--- src/rtl/decoder_arb.sv ---
// decoder_arb: round-robin owner of the shared 3-to-8 select decoder (en/sel/grant all registered).
// Optional grant watchdog is compiled in when DECODER_ARB_TIMEOUT_EN is defined.
module decoder_arb #(
    parameter int TIMEOUT = 16
) (
    input  logic       clk,
    input  logic       CROBAR,
    input  logic [0:7] req,
    input  logic       done,
    output logic       en,
    output logic [0:2] sel,
    output logic [0:7] grant,
    output logic       busy,
    output logic       timeout
);
    typedef enum logic [1:0] {IDLE, GRANT, RECOVER} state_t;

    if (TIMEOUT < 2 || TIMEOUT > 255) begin : g_bad_timeout
        $error("decoder_arb: TIMEOUT must be within 2..255");
    end

    state_t     state_q, state_d;
    logic [2:0] last_q, last_d;
    logic [2:0] sel_q, sel_d;
    logic [0:7] grant_q, grant_d;
    logic       en_q, en_d;
    logic       busy_q, busy_d;

`ifdef DECODER_ARB_TIMEOUT_EN
    logic [7:0] cnt_q, cnt_d;
    logic       to_q, to_d;
`endif

    // Circular search starting one past the previous owner, wrapping 7 -> 0.
    logic [2:0] win, idx;
    logic       any_req;
    always_comb begin
        win     = last_q;
        idx     = last_q;
        any_req = 1'b0;
        for (int i = 1; i <= 8; i++) begin
            idx = last_q + 3'(i);
            if (!any_req && req[idx]) begin
                win     = idx;
                any_req = 1'b1;
            end
        end
    end

    always_comb begin
        state_d = state_q;
        last_d  = last_q;
        sel_d   = sel_q;
        grant_d = grant_q;
        en_d    = en_q;
        busy_d  = busy_q;
`ifdef DECODER_ARB_TIMEOUT_EN
        cnt_d   = cnt_q;
        to_d    = 1'b0;
`endif
        case (state_q)
            IDLE: begin
                if (any_req) begin
                    state_d      = GRANT;
                    last_d       = win;
                    sel_d        = win;
                    en_d         = 1'b1;
                    busy_d       = 1'b1;
                    grant_d      = '0;
                    grant_d[win] = 1'b1;
`ifdef DECODER_ARB_TIMEOUT_EN
                    cnt_d        = '0;
`endif
                end
            end
            GRANT: begin
                // done outranks the watchdog when both land in the same cycle
                if (done) begin
                    state_d = RECOVER;
                    en_d    = 1'b0;
                    grant_d = '0;
                end
`ifdef DECODER_ARB_TIMEOUT_EN
                else if (cnt_q == 8'(TIMEOUT - 1)) begin
                    state_d = RECOVER;
                    en_d    = 1'b0;
                    grant_d = '0;
                    to_d    = 1'b1;
                end else begin
                    cnt_d = cnt_q + 8'd1;
                end
`endif
            end
            RECOVER: begin
                state_d = IDLE;
                busy_d  = 1'b0;
            end
            default: begin
                state_d = IDLE;
                en_d    = 1'b0;
                grant_d = '0;
                busy_d  = 1'b0;
            end
        endcase
    end

    always_ff @(posedge clk) begin
        if (CROBAR) begin
            state_q <= IDLE;
            last_q  <= 3'd7;
            sel_q   <= '0;
            grant_q <= '0;
            en_q    <= 1'b0;
            busy_q  <= 1'b0;
`ifdef DECODER_ARB_TIMEOUT_EN
            cnt_q   <= '0;
            to_q    <= 1'b0;
`endif
        end else begin
            state_q <= state_d;
            last_q  <= last_d;
            sel_q   <= sel_d;
            grant_q <= grant_d;
            en_q    <= en_d;
            busy_q  <= busy_d;
`ifdef DECODER_ARB_TIMEOUT_EN
            cnt_q   <= cnt_d;
            to_q    <= to_d;
`endif
        end
    end

    assign en    = en_q;
    assign sel   = sel_q;
    assign grant = grant_q;
    assign busy  = busy_q;
`ifdef DECODER_ARB_TIMEOUT_EN
    assign timeout = to_q;
`else
    assign timeout = 1'b0;
`endif

endmodule

--- config.mk ---
export PLATFORM = sky130hd
export DESIGN_NAME = decoder_arb
export DESIGN_NICKNAME = d
export VERILOG_FILES = /design/src/rtl/decoder_arb.sv
export SDC_FILE = /design/constraint.sdc
export NUM_CORES = 1
export LEC_CHECK = 0
export BUFFER_PORTS_ARGS = -buffer_cell sky130_fd_sc_hd__buf_2
export CORE_MARGIN = 3
export CORE_UTILIZATION = 50
export CTS_BUF_LIST = sky130_fd_sc_hd__clkbuf_4
export DETAILED_ROUTE_END_ITERATION = 10
export HOLD_SLACK_MARGIN = 0.05
export PLACE_DENSITY = 0.79
export SLEW_MARGIN = 25
export SYNTH_ARGS = -nofsm -noshare
export SYNTH_HDL_FRONTEND = slang
export SYNTH_SLANG_ARGS = --single-unit
--- constraint.sdc ---
create_clock -name clk -period 9.8 [get_ports clk]
set_input_delay 1.96 -clock clk [delete_from_list [all_inputs] [get_ports clk]]
set_output_delay 1.96 -clock clk [all_outputs]
set_load 0.03 [all_outputs]
==> impl_results.md <==
- Fin. max-slew vios: 0
- Worst hold path type: reg -> reg
- RSZ-0062 raised after global routing: false
- Port bufs: 23
- Final Cell Area: 1720 um^2
- Area of the mapped netlist: 1610 um^2
- DRT Pass-1 Iters: 5
- Simple-Gate Fraction of Synth Area: 16.4%
- Chip height: 62.7 um
- Slew @ Worst Pin: 0.728 ns
- Mux cell area share after synthesis: 19.6%
- First-pass GRT wire length: 7070 um
- Post-synth EDFFs: 0
- # setup viols final: 0
- Final min period: 4.09 ns
- Synth cell types: 53
- GR Util met3: 5.76%
- I/O pin cnt: 25
- Reg2Reg Depth: 9
- Clk sink count: 18
- Routed WL per cell: 16.4 um
- Top FF cell, synth: dfxtp_1
- Die span in x: 62.7 um
- Critical Path Max Stage Delay: 0.53 ns
- Critical path cell sequence: buf_2 -> mux2i_1 -> nand2_1 -> o221ai_1 -> and3_1 -> and3b_1 -> o31ai_1 -> o32ai_1
- Crit-path max FO: 7
- Die ar.: 3930 um^2
- Vias/cell: 6.31
- CP required: 9.98 ns
- Initial core utilization: 55.4%
- Hold-fix buffers, CTS: 0
- Final Net Count: 215
- Vias in the first global route: 1,458
- Layout fillers: 270
- Sequential area share after synthesis: 22.4%
- Std-Cell Rows: 19
- Start of the worst register-to-register path: last_q[1]$_SDFFE_PP1P_
- Max Freq: 245 MHz
- Setup bufs post-CTS: 0
- Reg-to-reg endpoint: grant[6]$_SDFFE_PP0P_
- Area Growth Syn to Fin: 6.85%
- Top cell type by total area after synthesis: dfxtp_1
- Worst-Skew Late Latency: 0.30 ns
- Synth top area cells: dfxtp_1 (22%), mux2i_1 (12%), nand2_1 (5.8%)
- Hold Crit Start: en$_SDFFE_PP0P_
- Slew HR: 51.4%
- Post-Route WL: 3990 um
- Largest family of logic cells by synthesized area: compound AO/OA/AOI/OAI gates
- Compound-cell area share of the yosys netlist: 26.9%
- FF/Latch Area: 360 um^2
- Finished Core Util: 59.2%
- Post-synth top area share: 22.4%
- Xor/xnor share of the synthesized area: 3.66%
- HPWL Detailed: 3080 um
- Gr usage total: 21.9%
- Initial antenna violation count: 0
- Hold EP: en$_SDFFE_PP0P_
- Post-synth ARST share: 0%
- Post-DP Area: 1690 um^2
- Max-cap viol count: 0
- Crit path DAT: 4.27 ns
- Slowest cell on the critical path: o31ai_1
- Core area: 2900 um^2
- Synth Instances: 186
- Hold Path Cell Cnt: 2
- Clock slew at reported path FFs: 0.11 ns
- Ys Warns: 0
- Total CTS buffers: 3
- Fin. Hold Viols: 0
- Vias: 1,533
- Adder-Cell Fraction of Synth Area: 1.56%
- Synth Register Bits: 18
- Status: complete, no violations
- Synthesized net count: 199
- Gr ovfl total: 0
- Largest net degree at the start of global routing: 32
- Clock Path Buffers: 2
- Syn Area/Cell: 8.64 um^2
- Type of origin of the critical path: input pin
- M2 GR Usage: 34.5%
- Multi-input logic area: 1100 um^2
- GR Util met1: 30.4%
- Remaining DRCs: 0
- H-tree Lvls: 1
- Routability cong.: 0.888
- Final critical-path share of the clock period: 41.7%
- Fraction of layout cells with a size suffix above 1: 20.9%
- Ant diodes: 0
- R2R Setup Slk: 5.76 ns
- ANT nets after route: 0
- Clk root buf: clkbuf_4
- CP Capture Type: flip-flop
- Initial drt markers: 98
- Crit Path Class: in -> reg
- PostCTS Resize Cnt: 0
- Setup TNS: 0 ns
- GR peak layer: met2
- CTS tree: built
- Final Skew: 0.0154 ns
[kinds of logic (layout without fill, tap and decap cells)]
family | after synthesis | after routing
compound gates | 54 | 54
fa+ha+maj | 2 | 2
xor+xnor | 5 | 5
other cells | 1 | 1
buf+inv | 28 | 43
simple gates | 52 | 52
flops | 18 | 18
mux | 26 | 26
[Yosys cell counts, drive strengths merged (2+ instances only)]
| cell | instances |
|---|---|
| a211oi | 4 |
| a21o | 3 |
| a21oi | 9 |
| a221oi | 2 |
| and2 | 3 |
| and3 | 2 |
| buf | 10 |
| clkbuf | 3 |
| dfxtp | 18 |
| ha | 2 |
| inv | 15 |
| mux2i | 21 |
| mux4 | 4 |
| nand2 | 25 |
| nand3 | 4 |
| nand3b | 3 |
| nor2 | 4 |
| nor3 | 4 |
| o211ai | 2 |
| o21ai | 3 |
| o221a | 3 |
| o221ai | 5 |
| o31ai | 4 |
| o32ai | 9 |
| xnor2 | 3 |
| xor2 | 2 |
[state kept, by name (all words and copies together), names as in the netlist]
register,count
state_q,2
sel,3
grant,8
last_q,3
en,1
busy,1
[area by class of cell]
class	count	share of cell area [%]
clock buffers	3	1.31
flip-flops and latches	18	21.0
well taps	42	3.06
inverters	15	3.28
multi-input cells	140	64.0
repair buffers	24	7.14
clock inverters	1	0.218
[critical path, delay by kind of cell]
kind | cells | cell delay (ns)
AO/OA/AOI/OAI | 3 | 1.12
buffers and inverters | 1 | 0.14
multiplexers | 1 | 0.29
AND/OR/NAND/NOR | 3 | 0.77
[placed cells by master (no fill, tap or decap), types with 2 or more instances in the layout]
master,instances
o31ai_1,4
and3_1,2
a21oi_1,9
xor2_1,2
inv_1,15
nand3_1,4
nand2_1,25
nor3_1,4
a21o_1,3
o221ai_1,5
o211ai_1,2
dfxtp_1,18
a211oi_1,4
ha_1,2
buf_2,23
mux2i_1,20
nand3b_1,2
nor2_1,4
o221a_2,3
xnor2_2,2
o32ai_1,9
o21ai_0,3
mux4_2,4
and2_1,3
clkbuf_4,3
[stage by stage]
step | hold slack (ns) | std cells | setup WS [ns]
6_report | 0.463 | 243 | 5.71
5_1_grt | 0.483 | 243 | 5.33
4_1_cts | 0.461 | 243 | 5.79
3_5_place_dp | 0.446 | 239 | 5.46
3_3_place_gp | 0.440 | 239 | 5.51
2_1_floorplan | 0.482 | 186 | 5.77
[how the worst max path moves through the flow]
stage               cells past startpoint                      to              startpoint  slack, ns
CTS                                     8   grant[6]$_SDFFE_PP0P_                  req[5]       5.79
global route                            9   grant[6]$_SDFFE_PP0P_  last_q[1]$_SDFFE_PP1P_       5.33
finish                                  8   grant[6]$_SDFFE_PP0P_                  req[6]       5.71
global placement                        8  last_q[0]$_SDFFE_PP1P_                  req[1]       5.51
floorplan                               9  last_q[0]$_SDFFE_PP1P_                  req[1]       5.77
detailed placement                      8  last_q[0]$_SDFFE_PP1P_                  req[1]       5.46
[routing by layer]
metal / wire length, um / vias up
met2: 1870 / 60
met4: 14 / 0
met1: 1840 / 731
met3: 259 / 3
met5: 0 / -
li1: - / 739
Power is not shown: default switching activity piles up to over one toggle a cycle in this logic, so the estimate is an artifact.
